--- config.mk ---
export PLATFORM = sky130hd
export DESIGN_NAME = ssp_tx_ctrl
export DESIGN_NICKNAME = d
export VERILOG_FILES = /design/src/rtl/ssp_tx_ctrl_pkg.sv /design/src/rtl/ssp_tx_ctrl.sv
export SDC_FILE = /design/constraint.sdc
export NUM_CORES = 1
export LEC_CHECK = 0
export CORE_MARGIN = 1
export CORE_UTILIZATION = 54
export CTS_BUF_LIST = sky130_fd_sc_hd__clkbuf_16
export CTS_CLUSTER_DIAMETER = 40
export DETAILED_ROUTE_END_ITERATION = 10
export PLACE_DENSITY = 0.84
export SETUP_SLACK_MARGIN = 0.15
export SLEW_MARGIN = 20
export SYNTH_ARGS = -nofsm -noshare
export SYNTH_HDL_FRONTEND = slang
export SYNTH_SLANG_ARGS = --single-unit
--- constraint.sdc ---
create_clock -name SSPCLKOUT -period 5.36 [get_ports SSPCLKOUT]
set_input_delay 0.536 -clock SSPCLKOUT [delete_from_list [all_inputs] [get_ports SSPCLKOUT]]
set_output_delay 0.536 -clock SSPCLKOUT [all_outputs]
set_load 0.05 [all_outputs]
--- src/rtl/ssp_tx_ctrl_pkg.sv ---
// Shared definitions for the SSP transmit sequencer: FSM encodings, the
// default frame width shared with the serializer, and a counter-width helper.
package ssp_tx_ctrl_pkg;

  localparam int SSP_N_DEFAULT = 8;

  localparam logic [1:0] ST_IDLE     = 2'd0;
  localparam logic [1:0] ST_ARM      = 2'd1;
  localparam logic [1:0] ST_SHIFT    = 2'd2;
  localparam logic [1:0] ST_GAP_WAIT = 2'd3;

  // Bits needed for a down-counter that must hold values up to v-1 (at least 1).
  function automatic int cnt_width(input int v);
    return (v > 2) ? $clog2(v) : 1;
  endfunction

endpackage

--- src/rtl/ssp_tx_ctrl.sv ---
// SSP transmit sequencer: pops words from a show-ahead TX FIFO and hands them
// to the serializer at frame boundaries, back-to-back or with an idle gap.
module ssp_tx_ctrl
  import ssp_tx_ctrl_pkg::*;
#(
  parameter int N     = SSP_N_DEFAULT,
  parameter int GAP   = 0,
  parameter int CNT_W = 16
) (
  input  logic             SSPCLKOUT,
  input  logic             CLEAR,
  input  logic             SSE,
  input  logic             fifo_empty,
  input  logic [N-1:0]     fifo_rdata,
  output logic             fifo_rd,
  output logic             start_signal,
  output logic [N-1:0]     TxData,
  output logic             busy,
  output logic             frame_done,
  output logic [CNT_W-1:0] frames_sent
);

  localparam int BW = cnt_width(N);
  localparam int GW = cnt_width(GAP);
  localparam logic [BW-1:0] BIT_LAST = BW'(N - 1);
  localparam logic [GW-1:0] GAP_LOAD = GW'((GAP > 0) ? GAP - 1 : 0);

  logic [1:0]       state_q, state_d;
  logic [BW-1:0]    bitcnt_q, bitcnt_d;
  logic [GW-1:0]    gapcnt_q, gapcnt_d;
  logic             pending_q, pending_d;
  logic [N-1:0]     cur_word_q, cur_word_d;
  logic [N-1:0]     hold_word_q, hold_word_d;
  logic [CNT_W-1:0] frames_q, frames_d;

  // Pops are suppressed while CLEAR is held so no word is lost to the reset.
  always_comb begin
    state_d      = state_q;
    bitcnt_d     = bitcnt_q;
    gapcnt_d     = gapcnt_q;
    pending_d    = pending_q;
    cur_word_d   = cur_word_q;
    hold_word_d  = hold_word_q;
    frames_d     = frames_q;
    fifo_rd      = 1'b0;
    start_signal = 1'b0;
    frame_done   = 1'b0;

    case (state_q)
      ST_IDLE: begin
        if (SSE && !fifo_empty && !CLEAR) begin
          fifo_rd     = 1'b1;
          hold_word_d = fifo_rdata;
          state_d     = ST_ARM;
        end
      end
      ST_ARM: begin
        start_signal = 1'b1;
        cur_word_d   = hold_word_q;
        bitcnt_d     = BIT_LAST;
        state_d      = ST_SHIFT;
      end
      ST_SHIFT: begin
        bitcnt_d = bitcnt_q - BW'(1);
        if (bitcnt_q == BW'(1) && GAP == 0 && SSE && !fifo_empty && !CLEAR) begin
          fifo_rd     = 1'b1;
          hold_word_d = fifo_rdata;
          pending_d   = 1'b1;
        end
        if (bitcnt_q == '0) begin
          frame_done = 1'b1;
          frames_d   = frames_q + CNT_W'(1);
          if (pending_q) begin
            start_signal = 1'b1;
            cur_word_d   = hold_word_q;
            pending_d    = 1'b0;
            bitcnt_d     = BIT_LAST;
          end else if (GAP > 0) begin
            gapcnt_d = GAP_LOAD;
            state_d  = ST_GAP_WAIT;
          end else begin
            state_d = ST_IDLE;
          end
        end
      end
      ST_GAP_WAIT: begin
        if (gapcnt_q == '0) state_d = ST_IDLE;
        else gapcnt_d = gapcnt_q - GW'(1);
      end
      default: state_d = ST_IDLE;
    endcase
  end

  assign TxData      = start_signal ? hold_word_q : cur_word_q;
  assign busy        = (state_q != ST_IDLE);
  assign frames_sent = frames_q;

  always_ff @(posedge SSPCLKOUT) begin
    if (CLEAR) begin
      state_q     <= ST_IDLE;
      bitcnt_q    <= BIT_LAST;
      gapcnt_q    <= '0;
      pending_q   <= 1'b0;
      cur_word_q  <= '0;
      hold_word_q <= '0;
      frames_q    <= '0;
    end else begin
      state_q     <= state_d;
      bitcnt_q    <= bitcnt_d;
      gapcnt_q    <= gapcnt_d;
      pending_q   <= pending_d;
      cur_word_q  <= cur_word_d;
      hold_word_q <= hold_word_d;
      frames_q    <= frames_d;
    end
  end

endmodule

======== Word-level counts from Yosys, hierarchy flattened ========
Cells that the tools add are included.
operators by class
  $add $sub $neg .......................... 3
  equality and inequality tests ........... 10
  muxes and demuxes ....................... 27
  reductions and logical operators ........ 16
operator list
  cell                                              count
  two-way mux 8 bit                                 5
  one-hot mux 8 bit (2 select lines)                2
  adder 16 x 1 -> 16 bit, second input constant     1
  inequality test 2 bit, second input constant      6
  two-way mux 1 bit                                 10
  two-way mux 2 bit                                 4
  one-hot mux 2 bit (4 select lines)                1
  two-way mux 3 bit                                 2
  one-hot mux 3 bit (2 select lines)                1
  AND reduction 3 bit                               2
  nonzero test 2 bit                                3
  logical AND 1 bit                                 5
  == test 2 bit, second input constant              2
  one-hot mux 1 bit (2 select lines)                2
  AND reduction 4 bit                               1
  == test 3 x 1 -> 1 bit, second input constant     1
  logical NOT 3 bit                                 1
  subtractor 3 x 1 -> 3 bit, second input constant  1
  == test 2 x 1 -> 1 bit, second input constant     1
  logical NOT 1 bit                                 2
  logical NOT 2 bit                                 1
  AND reduction 2 bit                               1
  subtractor 1 bit, second input constant           1
storage, ports and cells
  register bits ........................... 39
  output and inout bits ................... 28
  logic and storage cells ................. 63

======== Depth between registers and ports, before layout ========
Gate-level depths: netlist of run 1.
  depth after elaboration ................. 7
  mapped depth ............................ 7
  mapped depth without buffers ............ 7

======== Worst setup path before layout of run 1 ========
Ideal clock, no wire load.
  path kind ............................... input to output
  start ................................... input fifo_empty
  end ..................................... output fifo_rd
  arrival time ............................ 1.837 ns
  data required time ...................... 4.824 ns
  slack ................................... 2.987 ns
  stages on the path ...................... 3
  path buffers ............................ 1
  path through ............................ or3b_1 -> clkbuf_1 -> a21oi_1
on the way
  word-level cells in the longest chain between the ends .. 5
  elaborated cells between the ends (all ways) .. 8
  those cells by class .................... 3 x mux; 5 x reduce/logical
ends and longest elaborated chain
  element                                                   line                                  text
  start: declaration                                        ssp_tx_ctrl.sv:13                     input logic fifo_empty,
  logical NOT 1 bit (*)                                     ssp_tx_ctrl.sv:51, ssp_tx_ctrl.sv:65
  logical AND 1 bit, on equally long branches (2 in a row)  ssp_tx_ctrl.sv:65, ssp_tx_ctrl.sv:51
  two-way mux 1 bit, on equally long branches               ssp_tx_ctrl.sv:65, ssp_tx_ctrl.sv:51
  one-hot mux 1 bit (2 select lines) (*)                    ssp_tx_ctrl.sv:49                     case (state_q)
  end: declaration                                          ssp_tx_ctrl.sv:15                     output logic fifo_rd,
Mark *: on every way between the ends. The rest lies on a longest branch, timed or not.

======== Final worst setup path of run 1 ========
  start ................................... register bitcnt_q[0]
  end ..................................... output TxData[5]
on the way
  word-level cells in the longest chain between the ends .. 4
ends and longest elaborated chain
  element                             line                text
  start: declaration                  ssp_tx_ctrl.sv:29   logic [BW-1:0] bitcnt_q, bitcnt_d;
  start signal: assignment            ssp_tx_ctrl.sv:109  bitcnt_q <= bitcnt_d;
  logical NOT 3 bit                   ssp_tx_ctrl.sv:70   if (bitcnt_q == '0) begin
  two-way mux 1 bit                   ssp_tx_ctrl.sv:70
  one-hot mux 1 bit (2 select lines)  ssp_tx_ctrl.sv:49
  two-way mux 8 bit                   ssp_tx_ctrl.sv:94   assign TxData = start_signal ? hold_word_q : cur_word_q;
  end: declaration                    ssp_tx_ctrl.sv:17   output logic [N-1:0] TxData,
No other way between the ends.

==> results.json, run 1 <==
{
  "final_cell_area_um2": 2400,
  "drt_pass1_iterations": 4,
  "finalNonFillerCells": 280,
  "floorplan.initialDensity": 0.583,
  "synth_enable_flop_cells": 0,
  "cp.required_ns": 4.82,
  "area.growth.synth_to_final_pct": 30.5,
  "netlist_area_um2": 1840,
  "maximum_operating_frequency_mhz": 304,
  "num_cts_buffers": 5,
  "placed_cell_area_um2": 2260,
  "rows": 20,
  "first_pass_grt_wire_length_mm": 6.68,
  "async_reset_ff_frac": 0,
  "hold_buffers": 0,
  "drcViolationCount": 0,
  "die_h_um": 60.4,
  "place.gp.congestion": 0.875,
  "cp-start-kind": "flip-flop",
  "gr-usage-met1": 0.290,
  "postRouteWirelength_mm": 4.26,
  "synthesis.area_per_instance_um2": 9.43,
  "ports_placed_on_the_boundary": 40,
  "drtAntennaViolNets": 0,
  "tritoncts": "done",
  "power.total_mw": 0.601,
  "track_usage": 0.257,
  "timing.final.crit_period_ns": 3.29,
  "worst_setup_path_end_kind": "output port",
  "setup.worst_path.class": "flip-flop to output port",
  "place.detailed.instances": 272,
  "timing.final.crit_share": 0.614,
  "drt-vias-per-instance": 5.52,
  "cpPeakStageDelay_ns": 0.70,
  "drive_gt1_frac": 0.106,
  "timing.setup.tns_ns": 0,
  "num-nets-final": 255,
  "multi_input_area_um2": 1010,
  "yosys.cell_count.top_type": "dfxtp_1",
  "core_area_um2": 3150,
  "final.hold.worst_slack_ns": 0.496,
  "synth_ff_type": "dfxtp_1",
  "first_iter_violations": 69,
  "rsz0062_at_grt": "false",
  "total_leakage_power_nw": 1.01,
  "htreeDepth": 2,
  "syn_nets": 215,
  "clock-skew-final_ns": 0.00385,
  "yosysUniqueCellTypes": 41,
  "drv.max_cap_violation_count": 0,
  "hold_path.startpoint": "frames_sent[15]",
  "grt.met3_usage": 0.0618,
  "peakVddDrop_uv": 252,
  "cts.path.max_buffers": 2,
  "cp_max_fo": 9,
  "final_hold_violation_count": 0,
  "p_per_area_nw_per_um2": 250,
  "clk_pin_slew_worst_paths_ns": 0.05,
  "total_via_count_after_detailed_routing": 1545,
  "setup-violations-final": 0,
  "antenna_found_initial": 0,
  "run_status": "completed",
  "dp.final_hpwl_mm": 2.88,
  "final_core_util": 0.761,
  "cp_slowest_cell": "clkdlybuf4s50_1",
  "cp_cell_sequence": "inv_1 -> ha_1 -> and3b_1 -> a21o_1 -> nand2_2 -> mux2_2 -> clkdlybuf4s50_1",
  "detail_route.wl_per_cell_um": 15.2,
  "startpoint_of_the_worst_setup_timing_path": "bitcnt_q[0]",
  "grt-ovfl-total": 0,
  "fillerInstances": 241,
  "ys_seq_area_frac": 0.414,
  "worst-slew-pin-transition_ns": 0.562,
  "grt_busiest_layer": "met2",
  "port_buffers": 39,
  "num_antenna_cells": 0,
  "timing.final.max_slew_violations": 0,
  "post_synth_inst_count": 195,
  "detailedPlace.worstSlack_ns": 2.16,
  "post-cts-setup-buffers": 0,
  "max_slew_margin": 0.625,
  "cts_resized": 0,
  "vias_in_the_first_global_route": 1476,
  "post_synth_main_area_contributors": "dfxtp_1 41%, mux2i_1 9.3%, nor2_1 6.1%",
  "maximum_number_of_pins_on_one_net_before_global_route_repair": 40,
  "r2r-start": "state_q[0]",
  "synth_largest_area_cell": "dfxtp_1",
  "cts.sink_count": 38,
  "chip_width_um": 60.4,
  "synthTopCellsByCount": "38 x dfxtp_1, 30 x nor2_1, 17 x mux2i_1",
  "use_met2": 0.449,
  "cts_root_buf": "clkbuf_16",
  "area_of_the_die_um2": 3640,
  "hold_path_class": "flip-flop to flip-flop",
  "clk_latency_ns": 0.28,
  "synth-seq-cells": 38,
  "crit_arrival_ns": 2.75,
  "seqCellArea_um2": 761,
  "yosys_warnings": 0,
  "netlist.area_leader.share": 0.414,
  "final_critical_path_setup_slack_ns": 2.07
}
## layout make-up
type                       instances  share of cell area
timing repair buffer              40               0.166
inverter                           9              0.0141
multi-input combinational        141               0.423
clock inverter                     3             0.00521
sequential                        38               0.317
tap                               44              0.0229
clock buffer                       5              0.0521
## power by group
part           total, mW  switching, mW  internal (mW)
sequential         0.288        0.00244          0.286
clock              0.271          0.103          0.168
combinational     0.0417         0.0226         0.0191
## state kept, by name, summed over array words and instances (netlist names)
name         cells
state_q          2
frames_sent     16
cur_word_q       8
pending_q        1
hold_word_q      8
bitcnt_q         3
## logic make-up (layout without fill, tap and decap cells)
| kind of cell | after synthesis | count (layout) | share of synthesized area |
|---|---|---|---|
| xor gates and xnor gates | 9 | 9 | 0.0429 |
| buffers and inverters | 16 | 57 | 0.0347 |
| AOI/OAI and AO/OA | 24 | 24 | 0.0796 |
| adders and majority gates | 8 | 8 | 0.0544 |
| and+or+nand+nor | 74 | 74 | 0.221 |
| DFF | 38 | 38 | 0.414 |
| muxes | 26 | 26 | 0.154 |
## layout by cell type, fill, tap and decap left out, drive strengths merged, types with 2 or more instances in the layout
cell type      instances
xnor2                  6
nand3b                 2
nand3                  5
nor3                   5
or3                    4
nor2                  30
clkbuf                 5
mux2i                 18
ha                     8
o21ai                  5
o31ai                  2
or3b                   2
nand2                  7
and3                   3
a21oi                 13
dfxtp                 38
nand4                  6
inv                   10
nand2b                 3
mux2                   8
clkdlybuf4s50         39
clkinv                 2
xor2                   3
## worst max-delay path: cells and delay by family (launching register included)
kind            cells  cell delay, ns
flops               1            0.37
simple gates        2            0.46
buf+inv             2            0.78
mux                 1            0.37
compound gates      1            0.20
fa+ha+maj           1            0.28
## routing by layer
metal / part of all wire / vias to the layer above
met5: 0 / -
met4: 0.020 / 0
met3: 0.032 / 9
met2: 0.54 / 33
met1: 0.41 / 741
li1: - / 762
## final timing paths
path / end / slack, ns / cells past startpoint
min reg2reg: frames_sent[15] / 0.50 / 2
max reg2reg: frames_sent[14] / 3.07 / 6
min: frames_sent[15] / 0.50 / 2
max: TxData[5] / 2.07 / 7
(Power assumes the default switching activity.)
==> run 2: changes to the inputs <==
--- a/config.mk
+++ b/config.mk
@@ -6,11 +6,11 @@
 export NUM_CORES = 1
 export LEC_CHECK = 0
 export CORE_MARGIN = 1
-export CORE_UTILIZATION = 54
+export CORE_UTILIZATION = 45
 export CTS_BUF_LIST = sky130_fd_sc_hd__clkbuf_16
 export CTS_CLUSTER_DIAMETER = 40
 export DETAILED_ROUTE_END_ITERATION = 10
-export PLACE_DENSITY = 0.84
+export PLACE_DENSITY = 0.75
 export SETUP_SLACK_MARGIN = 0.15
 export SLEW_MARGIN = 20
 export SYNTH_ARGS = -nofsm -noshare
==> constraint.sdc (replaced) <==
create_clock -name SSPCLKOUT -period 2.8 [get_ports SSPCLKOUT]
set_input_delay 0.28 -clock SSPCLKOUT [delete_from_list [all_inputs] [get_ports SSPCLKOUT]]
set_output_delay 0.28 -clock SSPCLKOUT [all_outputs]
set_load 0.05 [all_outputs]
==> results.json, run 2 (synthesized netlist as in run 1, its figures left out) <==
{
  "final_hold_violation_count": 0,
  "drv.max_cap_violation_count": 0,
  "clk_pin_slew_worst_paths_ns": 0.06,
  "num_antenna_cells": 0,
  "chip_width_um": 65.9,
  "largest_register_ff_count": 16,
  "power.total_mw": 1.16,
  "final_common_cell": "dfxtp_1",
  "total_via_count_after_detailed_routing": 1475,
  "track_usage": 0.183,
  "timing.final.max_slew_violations": 0,
  "timing.setup.tns_ns": 0,
  "worst_setup_path_end_kind": "output port",
  "first_pass_grt_wire_length_mm": 5.98,
  "first_iter_violations": 75,
  "setup.worst_path.class": "flip-flop to output port",
  "cp-start-kind": "flip-flop",
  "maximum_operating_frequency_mhz": 405,
  "dp.final_hpwl_mm": 2.48,
  "timing.final.crit_share": 0.881,
  "num-nets-final": 256,
  "cp_max_fo": 9,
  "crit_arrival_ns": 2.19,
  "antenna_found_initial": 0,
  "p_per_area_nw_per_um2": 481,
  "rsz0062_at_grt": "false",
  "cts.sink_count": 38,
  "setup-violations-final": 0,
  "drive_gt1_frac": 0.152,
  "ports_placed_on_the_boundary": 40,
  "htreeDepth": 2,
  "maximum_number_of_pins_on_one_net_before_global_route_repair": 39,
  "clock-skew-final_ns": 0.00422,
  "cts_root_buf": "clkbuf_16",
  "core_area_um2": 3800,
  "tritoncts": "done",
  "die_h_um": 65.9,
  "peakVddDrop_uv": 358,
  "cts.path.max_buffers": 2,
  "place.gp.congestion": 0.742,
  "timing.final.crit_period_ns": 2.47,
  "worst-slew-pin-transition_ns": 0.497,
  "run_status": "completed",
  "area.growth.synth_to_final_pct": 30.7,
  "detail_route.wl_per_cell_um": 12.3,
  "max_slew_margin": 0.668,
  "drt_pass1_iterations": 4,
  "drcViolationCount": 0,
  "hold_buffers": 0,
  "vias_in_the_first_global_route": 1370,
  "rows": 22,
  "clk_latency_ns": 0.27,
  "port_buffers": 39,
  "mostFrequentLayoutCells": "38 x dfxtp_1, 30 x nor2_1, 29 x clkdlybuf4s50_1",
  "hold_path_class": "flip-flop to flip-flop",
  "drtAntennaViolNets": 0,
  "grt-ovfl-total": 0,
  "num_cts_buffers": 5,
  "area_of_the_die_um2": 4350,
  "postRouteWirelength_mm": 3.50,
  "total_leakage_power_nw": 1.03,
  "floorplan.initialDensity": 0.484,
  "cp.required_ns": 2.52,
  "drt-vias-per-instance": 5.18
}
==> run 2: cell types whose count changed in the layout (fill, tap and decap cells not counted) <==
cell,change
clkdlybuf4s50_1,-10
buf_4,+9
buf_12,+1
clkinvlp_4,+1
dlygate4sd2_1,+1
inv_1,-1
==> run 2: path summary, 6_finish.rpt <==
path / startpoint / endpoint / slack (ns) / depth (start not counted)
max: bitcnt_q[0] / TxData[5] / 0.33 / 7
min: frames_sent[15] / frames_sent[15] / 0.49 / 2
max reg2reg: state_q[0] / hold_word_q[0] / 0.76 / 7
min reg2reg: frames_sent[15] / frames_sent[15] / 0.49 / 2
==> run 2: cell type report <==
type                       instances  area, um2
tap                               48       60.1
clock inverter                     3       16.3
clock buffer                       5        125
multi-input combinational        141       1010
fill                             337       1390
sequential                        38        761
timing repair buffer              41        394
inverter                           9       33.8
==> run 2: per-stage QoR <==
stage	hold slack [ns]	std cells	util	instance area, um2	setup WS (ns)
finish	0.486	285	0.633	2400	0.332
global route	0.509	285	0.633	2400	0.201
CTS	0.484	285	0.633	2400	0.313
detailed placement	0.473	277	0.596	2260	0.371
global placement	0.468	277	0.596	2260	0.408
floorplan	0.427	195	-	1840	0.718
==> run 2: critical path: stages (launching register included) <==
cell and delay (ns):
dfxtp_1 0.37, inv_1 0.08, ha_1 0.27, and3b_1 0.25, a21o_1 0.20, nand2_2 0.18, mux2_2 0.37, buf_4 0.19
==> run 2: what timing repair did <==
| item | 4_1_cts | 5_1_grt |
|---|---|---|
| setup endpoints to repair | 1 | 0 |
| setup buffers | 0 | 0 |
| gates resized for setup | 1 | 0 |
==> run 2: per-layer routing <==
layer / share of wire / GRT usage
met5: 0 / 0
met4: 0.0097 / 0.0718
met1: 0.50 / 0.220
met2: 0.47 / 0.302
met3: 0.023 / 0.0569
==> run 2: power by group <==
group,leakage [nW],internal (mW),total (mW),switching [mW]
Sequential,0.307,0.547,0.551,0.00433
Combinational,0.658,0.0376,0.0786,0.0411
Clock,0.0672,0.324,0.526,0.202
